<file path="src/rtl/mul_stream_ctrl.sv">
// Stream controller for the pipelined sign-magnitude Q16 multiplier.
// Issues operand pairs, tags in-flight products and accumulates a dot product.
module mul_stream_ctrl #(
  parameter int MUL_WIDTH  = 17,
  parameter int PROD_WIDTH = 32,
  parameter int MUL_LAT    = 10,
  parameter int ACC_WIDTH  = 40,
  parameter int LEN_WIDTH  = 8
) (
  input  logic                  clk,
  input  logic                  rst_n,
  input  logic                  vec_start,
  input  logic [LEN_WIDTH-1:0]  vec_len,
  input  logic                  in_valid,
  output logic                  in_ready,
  input  logic [MUL_WIDTH-1:0]  in_a,
  input  logic [MUL_WIDTH-1:0]  in_b,
  output logic                  mul_start,
  output logic [MUL_WIDTH-1:0]  mul_a,
  output logic [MUL_WIDTH-1:0]  mul_b,
  input  logic [PROD_WIDTH-1:0] mul_data,
  output logic                  busy,
  output logic                  done,
  output logic [ACC_WIDTH-1:0]  acc_out
);

  typedef enum logic [1:0] {
    IDLE,
    RUN,
    DRAIN,
    DONE
  } state_t;

  state_t state_q;
  state_t state_d;

  logic [LEN_WIDTH-1:0] len_q;
  logic [LEN_WIDTH-1:0] cnt_q;
  logic                 tag_q;
  logic [MUL_LAT-1:0]   pipe_q;
  logic [ACC_WIDTH-1:0] acc_q;
  logic [ACC_WIDTH-1:0] acc_nxt;
  logic [ACC_WIDTH-1:0] prod_ext;
  logic                 hs;
  logic                 active;
  logic                 acc_en;
  logic                 tags_clear;

  assign active   = (state_q == RUN) || (state_q == DRAIN);
  assign acc_en   = active && pipe_q[MUL_LAT-1];
  assign prod_ext = {{(ACC_WIDTH-PROD_WIDTH){mul_data[PROD_WIDTH-1]}},
                     mul_data};
  assign acc_nxt  = acc_en ? acc_q + prod_ext : acc_q;

  // Only the output slot may still hold a tag: it is consumed this cycle,
  // so the pipe is empty once this edge has passed.
  assign tags_clear = !tag_q && (pipe_q[MUL_LAT-2:0] == '0);

  always_comb begin
    state_d  = state_q;
    in_ready = 1'b0;
    hs       = 1'b0;
    unique case (state_q)
      IDLE: begin
        if (vec_start) begin
          state_d = (vec_len == '0) ? DONE : RUN;
        end
      end
      RUN: begin
        in_ready = 1'b1;
        hs       = in_valid;
        if (in_valid && (cnt_q == len_q - LEN_WIDTH'(1))) begin
          state_d = DRAIN;
        end
      end
      DRAIN: begin
        if (tags_clear) begin
          state_d = DONE;
        end
      end
      DONE: begin
        state_d = IDLE;
      end
    endcase
  end

  always_ff @(posedge clk or negedge rst_n) begin
    if (!rst_n) begin
      state_q   <= IDLE;
      len_q     <= '0;
      cnt_q     <= '0;
      tag_q     <= 1'b0;
      pipe_q    <= '0;
      acc_q     <= '0;
      acc_out   <= '0;
      mul_a     <= '0;
      mul_b     <= '0;
      mul_start <= 1'b0;
      busy      <= 1'b0;
      done      <= 1'b0;
    end else begin
      state_q <= state_d;
      done    <= 1'b0;

      if ((state_q == IDLE) && vec_start) begin
        len_q     <= vec_len;
        cnt_q     <= '0;
        acc_q     <= '0;
        busy      <= 1'b1;
        mul_start <= (vec_len != '0);
      end

      // Bubbles feed zero operands so the multiplier keeps advancing.
      if (active) begin
        mul_a  <= hs ? in_a : '0;
        mul_b  <= hs ? in_b : '0;
        tag_q  <= hs;
        pipe_q <= {pipe_q[MUL_LAT-2:0], tag_q};
        acc_q  <= acc_nxt;
        if (hs) begin
          cnt_q <= cnt_q + LEN_WIDTH'(1);
        end
      end

      if ((state_d == DONE) && (state_q != DONE)) begin
        done      <= 1'b1;
        mul_start <= 1'b0;
        acc_out   <= active ? acc_nxt : '0;
      end

      if (state_q == DONE) begin
        busy <= 1'b0;
      end
    end
  end

endmodule

</file>
<file path="config.mk">
export PLATFORM = sky130hd
export DESIGN_NAME = mul_stream_ctrl
export DESIGN_NICKNAME = d
export VERILOG_FILES = /design/src/rtl/mul_stream_ctrl.sv
export SDC_FILE = /design/constraint.sdc
export NUM_CORES = 1
export LEC_CHECK = 0
export BUFFER_PORTS_ARGS = -buffer_cell sky130_fd_sc_hd__buf_2
export CORE_ASPECT_RATIO = 0.6
export CORE_MARGIN = 10
export CORE_UTILIZATION = 30
export CTS_CLUSTER_SIZE = 40
export DETAILED_ROUTE_END_ITERATION = 8
export PLACE_DENSITY = 0.61
export SETUP_SLACK_MARGIN = 0.15
export SLEW_MARGIN = 30
export SYNTH_ARGS = -nofsm -noshare
export SYNTH_HDL_FRONTEND = slang
export SYNTH_SLANG_ARGS = --single-unit
</file>
<file path="constraint.sdc">
create_clock -name clk -period 2.9 [get_ports clk]
set_input_delay 0.58 -clock clk [delete_from_list [all_inputs] [get_ports clk]]
set_output_delay 0.58 -clock clk [all_outputs]
set_load 0.005 [all_outputs]
</file>
== After elaboration in Yosys (flattened, before gate mapping) ==
Index checks and enable logic that the tools add are counted.

* Register bits after elaboration: 146

* Add/sub/neg operators: 3
* Equal/unequal tests: 6
* Mux-type cells: 21
* Reductions and logical operators: 14

{| class="wikitable"
|+ Operators by type and width
! cell !! count
|-
| 40-bit two-way mux || 4
|-
| 40-bit adder || 1
|-
| 17-bit two-way mux || 2
|-
| 8-bit two-way mux || 3
|-
| 9-bit zero test || 1
|-
| 8-bit by 1-bit adder with 8-bit output (second input constant) || 1
|-
| 8-bit equality test || 1
|-
| 8-bit zero test || 1
|-
| 2-bit two-way mux || 4
|-
| 2-bit case mux with 4 select lines || 1
|-
| 8-bit nonzero test || 1
|-
| 8-bit by 1-bit subtractor with 8-bit output (second input constant) || 1
|-
| 1-bit two-way mux || 7
|-
| 2-bit equality test (second input constant) || 3
|-
| 2-bit nonzero test || 3
|-
| 1-bit logical AND || 5
|-
| 2-bit by 1-bit equality test with 1-bit output (second input constant) || 1
|-
| 2-bit zero test || 1
|-
| 2-bit inequality test (second input constant) || 1
|-
| 1-bit zero test || 1
|-
| 1-bit logical OR || 1
|}

== Logic depth before layout (Yosys ltp) ==
Gate-level depths: netlist of the first run.

* Depth after elaboration: 8
* Mapped depth: 13
* Depth with buffers taken out: 11

== Worst setup path after synthesis of the first run ==
No wires, ideal clock.

* Kind: input -> register
* Start: input port mul_data[0]
* End: register acc_out[28]
* Arrival: 2.994 ns
* Required time: 2.780 ns
* Path slack: -0.214 ns
* Stages on the path: 11
* Buffers on the path: 0
* Cell sequence: ha_1 fa_1 a21o_1 a221oi_1 o41ai_2 nor2b_1 nor3_1 nor2_1 xor2_1 mux2_2 a31o_2

* Cells in the longest elaborated chain, start to end: 3

{| class="wikitable"
|+ Ends and longest elaborated chain
! element !! RTL line !! text
|-
| start: declaration || 21 || <nowiki>input logic [PROD_WIDTH-1:0] mul_data,</nowiki>
|-
| 40-bit adder || 53 || <nowiki>assign acc_nxt = acc_en ? acc_q + prod_ext : acc_q;</nowiki>
|-
| 40-bit two-way mux || 53 ||
|-
| 40-bit two-way mux || 128 || <nowiki>acc_out <= active ? acc_nxt : '0;</nowiki>
|-
| end signal: assignment || 128 ||
|-
| end: declaration || 24 || <nowiki>output logic [ACC_WIDTH-1:0] acc_out</nowiki>
|}

No other way between the ends.
A chain may end at the register's enable or synchronous reset.

== Worst setup path in the final report of the first run ==
* Start: register acc_q[0]
* End: register acc_out[28]

* Cells in the longest elaborated chain, start to end: 3

{| class="wikitable"
|+ Ends and longest elaborated chain
! element !! RTL line !! text
|-
| start: declaration || 41 || <nowiki>logic [ACC_WIDTH-1:0] acc_q;</nowiki>
|-
| start signal: assignment || 119 || <nowiki>acc_q <= acc_nxt;</nowiki>
|-
| 40-bit adder || 53 ||
|-
| 40-bit two-way mux || 53 ||
|-
| 40-bit two-way mux || 128 ||
|}

No other way between the ends.

==> results of run 1 <==
## through the flow
stage                     utilization (%)  total power [mW]  instance area [sq um]  setup TNS (ps)  setup slack, ps
after detailed placement             39.0              9.96                  10700          -17230             -643
after global routing                 46.5              15.2                  12800           -4940             -255
after global placement               39.0              9.84                  10700          -13970             -558
after CTS                            43.4              13.1                  11900            -634             -139
after floorplan                         -              7.04                   8400           -3.15            -3.15
final                                46.5              14.3                  12800            -610             -150
## worst max-delay path, stage by stage (launching register included)
cell      delay (ps)
dfrtp_1          410
ha_4             210
fa_2             360
a21o_1           210
a221oi_2         250
buf_4            180
o41ai_4          100
nor2b_2          180
nor3_2           140
buf_4            170
nor2_4            40
xor2_1           170
mux2_4           280
a31o_4           220
## final cells by class
class,count,area [sq um]
Timing Repair Buffer,356,2600
Clock inverter,12,179
Sequential cell,146,3660
Clock buffer,20,457
Fill cell,2599,14700
Multi-Input combinational cell,661,5330
Inverter,19,97.6
Tap cell,367,459
Timing Repair inverter,1,16.3
## repair_timing
| action | in CTS | in global routing |
|---|---|---|
| hold endpoints to repair | 0 | 0 |
| cloned | 1 | 6 |
| hold buffers | 0 | 0 |
| setup endpoints to repair | 65 | 70 |
| resized for setup | 83 | 134 |
| pin swaps | 41 | 63 |
| buffers inserted | 16 | 11 |
## cell families after synthesis
family / Yosys count
fa+ha+maj: 47
buf+inv: 66
simple gates: 270
xor+xnor: 40
flops: 146
compound gates: 260
mux: 44
## cells in the final DEF (no fill, tap or decap), types with 14 or more instances in the layout
cell / netlist / routed
a21o_1: 28 / 28
buf_4: 1 / 170
o21ai_0: 60 / 36
ha_1: 46 / 32
dfrtp_1: 146 / 144
nand2_1: 143 / 113
a22o_1: 35 / 35
a21oi_1: 49 / 43
xnor2_1: 22 / 18
mux2_2: 27 / 23
buf_2: 2 / 154
mux2i_1: 17 / 16
clkbuf_16: 0 / 22
xor2_1: 17 / 15
ha_4: 0 / 14
nor2_1: 45 / 40
nand2_2: 0 / 19
inv_1: 17 / 15
nand3_1: 17 / 17
## power by group through the flow
| stage | Sequential (mW) | Clock, mW | Combinational (mW) |
|---|---|---|---|
| after floorplan | 3.29 | 0 | 3.76 |
| after global placement | 3.35 | 0 | 6.49 |
| after detailed placement | 3.38 | 0 | 6.58 |
| after CTS | 3.39 | 2.51 | 7.15 |
| after global routing | 3.56 | 2.60 | 9.06 |
| final | 3.47 | 2.44 | 8.36 |
## state kept, by name (all words and copies together) (netlist names)
name and cells:
mul_b 17, mul_start 1, len_q 8, pipe_q 10, tag_q 1, cnt_q 8, acc_q 40, mul_a 17
busy 1, state_q 2, done 1, acc_out 40
## per-layer routing
layer | track usage, % | part of all wire (%) | vias up
met5 | 0 | 0 | -
met4 | 3.73 | 0.94 | 0
met3 | 4.86 | 6.1 | 21
met2 | 23.1 | 44 | 183
met1 | 23.0 | 49 | 3928
li1 | - | - | 3819
## worst max-delay path by stage
stage / start / to / slack [ps] / cells past startpoint
after global routing: acc_q[0] / acc_out[28] / -250 / 13
final: acc_q[0] / acc_out[28] / -150 / 13
after global placement: mul_data[0] / acc_out[38] / -560 / 12
after detailed placement: mul_data[0] / acc_out[38] / -640 / 12
after CTS: acc_q[0] / acc_out[28] / -140 / 13
after floorplan: mul_data[0] / acc_out[28] / -3 / 11
==> qor.txt, run 1 <==
status: finished with violations
failing checks: setup timing
number of flops mapped to enable cells by yosys: 0
Setup Skew: 15.8 ps
count of pins over their slew limit: 0
max-cap violations: 0
Layout area overhead: 52.9%
initial core utilization: 30.4%
unrepaired setup endpoints after global routing: yes
Mapped Area: 0.00836 sq mm
Startpoint Class: flop
first-pass GRT wire length: 44800 microns
dpl hpwl: 21200 microns
worst vdd ir: 608 uV
DRC violations left: 0
I/O Pins: 156
compound-gate portion of the synthesized area: 21.1%
initial drt markers: 539
placed cell count: 1516
Seq/Total Area, Yosys: 43.7%
Sw Ratio: 41.6%
syn_area_per_cell: 9.58 sq um
Initial DRT Pass Iterations: 5
initial antenna violation count: 0
R2R Setup Slk: -150 ps
P_int: 8.33 mW
Setup violations, final: 12
Die Footprint: 0.0352 sq mm
share of cells above drive strength 1: 46.0%
worst-path maximum fanout: 3
post-synth top area share: 43.7%
CTS tree: built
Slew Limit Headroom: 55.1%
number of core rows: 47
largest net degree at the start of global routing: 56
R2R depth: 13
post-route ant nets: 0
Max Clock Freq: 0.328 GHz
GP Congestion: 0.896
post-synthesis simple-gate area fraction: 14.4%
fin crit period: 3050 ps
reg2reg start: acc_q[0]
Horiz. Die Dim: 236 microns
vias in the first global route: 7708
share of power burned in registers: 24.3%
cell taking the most area after synthesis: dfrtp_1
Root Driver: clkbuf_16
Ant. Diodes: 0
Nets: 1327
worst skew pair latency: 450 ps
share of power burned in the clock network: 17.1%
pwr dens: 1120 mW/mm^2
Distinct cells, synth: 69
Finished Layout Cells: 1582
Sw Pwr: 5.93 mW
GRT Overall Usage: 16.1%
leakage: 6.40 nW
Hold Fails Final Rpt: 0
syn nets: 998
largest family of logic cells by synthesized area: compound AO/OA/AOI/OAI gates
Main synth FF type: dfrtp_1
R2R Path End: acc_out[28]
critical path required time: 3240 ps
core area: 0.0275 sq mm
adder-cell share of the synthesized area: 7.12%
Post-synth ARST share: 100%
clk sinks: 146
clk slew on worst S/H paths: 70 ps
WHS: 95.8 ps
Vias: 7951
fraction of synthesized area in multiplexers: 5.67%
Worst-Margin Slew: 666 ps
CTS Buffer Depth: 2
Synth Area in XOR/XNOR: 4.28%
Syn Inst Count: 873
part of the cycle the worst path needs: 105%
Comb power frac: 58.6%
Synth Register Bits: 146
input/output buffers: 155
Die Ht: 149 microns
H-Tree Depth: 4
number of buffers created by CTS: 17
GRT overflow: 0
CP arrival: 3390 ps
most frequent cell after synthesis: dfrtp_1
crit end category: flop
synth warn: 0
routed wire length: 29800 microns
routed len/inst: 18.8 microns
synth top area cells: dfrtp_1 44%, ha_1 6.9%, nand2_1 6.4%
critical path class: reg -> reg
drt via density: 5.03
Hold Crit Class: in -> async
final setup margin: -150 ps
top cells by count, synth: 146 x dfrtp_1, 143 x nand2_1, 60 x o21ai_0, 49 x a21oi_1, 46 x ha_1
(Power assumes the default switching activity.)
==> inputs of run 2 (changes only) <==
--- a/config.mk
+++ b/config.mk
@@ -13,6 +13,7 @@
 export DETAILED_ROUTE_END_ITERATION = 8
 export PLACE_DENSITY = 0.61
 export SETUP_SLACK_MARGIN = 0.15
+export SKIP_LAST_GASP = 1
 export SLEW_MARGIN = 30
 export SYNTH_ARGS = -nofsm -noshare
 export SYNTH_HDL_FRONTEND = slang
==> run 2 against run 1 <==
The flow still finishes with violations (setup timing). Combinational power fell by 2%. Sequential cell count stayed put. Setup slack better by 31 ps. First-iteration DRC count decreased by 8.3%. Register-to-register slack better by 30 ps. Fmax increased by 1.0%. Clock-buffer cell count stayed put. Final area shrank 0.79%. Sequential share of layout area rose by 0.23 points. Sequential power about the same. Non-clock buffer count decreased by 4. Critical path type unchanged.
==> qor.txt, run 2 (synthesis gave the netlist of run 1 again) <==
status: finished with violations
failing checks: setup timing
core area: 0.0275 sq mm (unchanged)
sum of buffers and inverters on the critical path: 2 (unchanged)
Setup TNS: -790 ps (-180 ps)
initial antenna violation count: 0 (unchanged)
Initial DRT Pass Iterations: 5 (unchanged)
number of core rows: 47 (unchanged)
most common cell after layout, fill and taps aside: buf_4
CTS tree: built
H-Tree Depth: 4 (unchanged)
Setup Skew: 15.2 ps (-0.614 ps)
Die Ht: 149 microns (unchanged)
drt via density: 5.03 (about the same)
final setup margin: -119 ps (+30.8 ps)
leakage: 6.39 nW (-0.17%)
number of buffers created by CTS: 17 (unchanged)
CP arrival: 3340 ps (-50 ps)
Startpoint Class: flop
worst skew pair latency: 450 ps (about the same)
Root Driver: clkbuf_16
multi-input combinational cell area: 0.00530 sq mm (-0.54%)
post-route ant nets: 0 (unchanged)
critical path class: reg -> reg
routed len/inst: 18.8 microns (about the same)
I/O Pins: 156 (unchanged)
routed wire length: 29700 microns (-0.32%)
CTS Buffer Depth: 2 (unchanged)
share of cells above drive strength 1: 45.7% (-0.34 points)
Vias: 7930 (-0.26%)
Nets: 1323 (-0.30%)
fill count: 2584 (-0.58%)
Crit path max-delay family: compound AO/OA/AOI/OAI gates
CP max-delay cell: o41ai_4
dpl hpwl: 21200 microns (unchanged)
count of pins over their slew limit: 0 (unchanged)
Setup violations, final: 14 (+2)
crit end category: flop
Layout area overhead: 51.7%
pwr dens: 1110 mW/mm^2 (-0.60%)
initial core utilization: 30.4% (unchanged)
Ant. Diodes: 0 (unchanged)
Pwr Total: 14.1 mW (-1.4%)
Worst-Margin Slew: 643 ps (-22.9 ps)
first-pass GRT wire length: 44800 microns (-0.17%)
biggest regs: acc_out x40, acc_q x40
Max Clock Freq: 0.331 GHz (+1.0%)
Seq. cell area: 0.00366 sq mm (unchanged)
clk sinks: 146 (unchanged)
largest net degree at the start of global routing: 56 (unchanged)
most frequent cells in the layout: 172 x buf_4, 154 x buf_2, 144 x dfrtp_1
DRC violations left: 0 (unchanged)
Worst path max stage delay: 390 ps (-20 ps)
Hold Crit Class: in -> async
vias in the first global route: 7691 (-0.22%)
Die Footprint: 0.0352 sq mm (unchanged)
GRT overflow: 0 (unchanged)
part of the cycle the worst path needs: 104% (-1.1 points)
GRT Overall Usage: 16.1% (-0.020 points)
hold_buf cts: 0 (unchanged)
initial drt markers: 494 (-8.3%)
unrepaired setup endpoints after global routing: yes
critical path required time: 3220 ps (-20 ps)
critical path cell sequence: ha_4 > fa_2 > a21o_1 > a221oi_2 > buf_4 > o41ai_4 > a211oi_2 > a21bo_2 > buf_12 > o41ai_4 > mux2i_1 > a31oi_1
worst-path maximum fanout: 3 (unchanged)
Crit path top cell by count: o41ai_4
worst vdd ir: 606 uV (-0.27%)
fin crit period: 3020 ps (-30.8 ps)
max-cap violations: 0 (unchanged)
input/output buffers: 155 (unchanged)
clk slew on worst S/H paths: 70 ps (about the same)
Hold Fails Final Rpt: 0 (unchanged)
GP Congestion: 0.896 (unchanged)
Horiz. Die Dim: 236 microns (unchanged)
Slew Limit Headroom: 57.1% (+2.0 points)
run 2: cell types whose count changed in the layout (fill, tap and decap cells not counted), moves of 2 or more:
cell / previous run / this run
nand2_1: 113 / 111
o21ai_1: 9 / 12
xnor2_1: 18 / 21
buf_12: 13 / 10
buf_6: 12 / 10
nand2_4: 11 / 14
xnor2_2: 3 / 1
buf_4: 170 / 172
buf_8: 2 / 0
run 2: final timing paths:
kind / slack [ps] / startpoint / depth (start not counted) / endpoint
max in group asynchronous: 2080 / rst_n / 2 / len_q[2]
min in group clk: 350 / in_a[10] / 2 / mul_a[10]
hold reg to reg: 470 / acc_out[7] / 2 / acc_out[7]
setup / recovery: -120 / acc_q[0] / 12 / acc_out[38]
setup reg to reg: -120 / acc_q[0] / 12 / acc_out[38]
hold / removal: 100 / rst_n / 1 / acc_out[25]
run 2: metal layers:
layer	part of all wire, %	track usage, %	vias up	routed length [microns]
li1	-	-	3819	-
met5	0	0	-	0
met3	6.0	4.86	20	1790
met1	49	23.0	3900	14600
met4	0.95	3.73	0	283
met2	44	23.1	191	13000
run 2: cell type report:
cell class                 count  area share, %
multi-input combinational    661           41.7
sequential                   146           28.8
timing repair buffer         352           19.9
tap                          367           3.62
clock buffer                  20           3.60
clock inverter                12           1.41
inverter                      19          0.769
timing repair inverter         1          0.128
run 2: worst register-to-register path, delay by kind of cell (launching register included):
| kind | cells | cell delay, ps |
|---|---|---|
| DFF | 1 | 380 |
| muxes | 1 | 280 |
| AOI/OAI and AO/OA | 7 | 1490 |
| buffers and inverters | 2 | 300 |
| adders and majority gates | 2 | 430 |
run 2: timing repair:
action / 4_1_cts / 5_1_grt
buffers inserted: 16 / 6
gates cloned: 1 / 7
pin swaps: 40 / 58
gates resized for setup: 76 / 134
endpoints found under the setup margin: 65 / 70
run 2: through the flow:
| step | cells | utilization [%] | cell area (sq um) | hold WS [ps] | setup slack, ps |
|---|---|---|---|---|---|
| 5_1_grt | 1578 | 46.1 | 12700 | 127 | -218 |
| 6_report | 1578 | 46.1 | 12700 | 103 | -119 |
| 4_1_cts | 1565 | 43.3 | 11900 | 103 | -139 |
| 3_3_place_gp | 1516 | 39.0 | 10700 | 455 | -558 |
| 3_5_place_dp | 1516 | 39.0 | 10700 | 458 | -643 |
| 2_1_floorplan | 873 | - | 8400 | 284 | -3.15 |
run 2: report_power, final:
part / switching (mW) / internal (mW) / total, mW
sequential: 0.648 / 2.81 / 3.46
combinational: 4.28 / 3.89 / 8.17
clock: 0.949 / 1.49 / 2.44
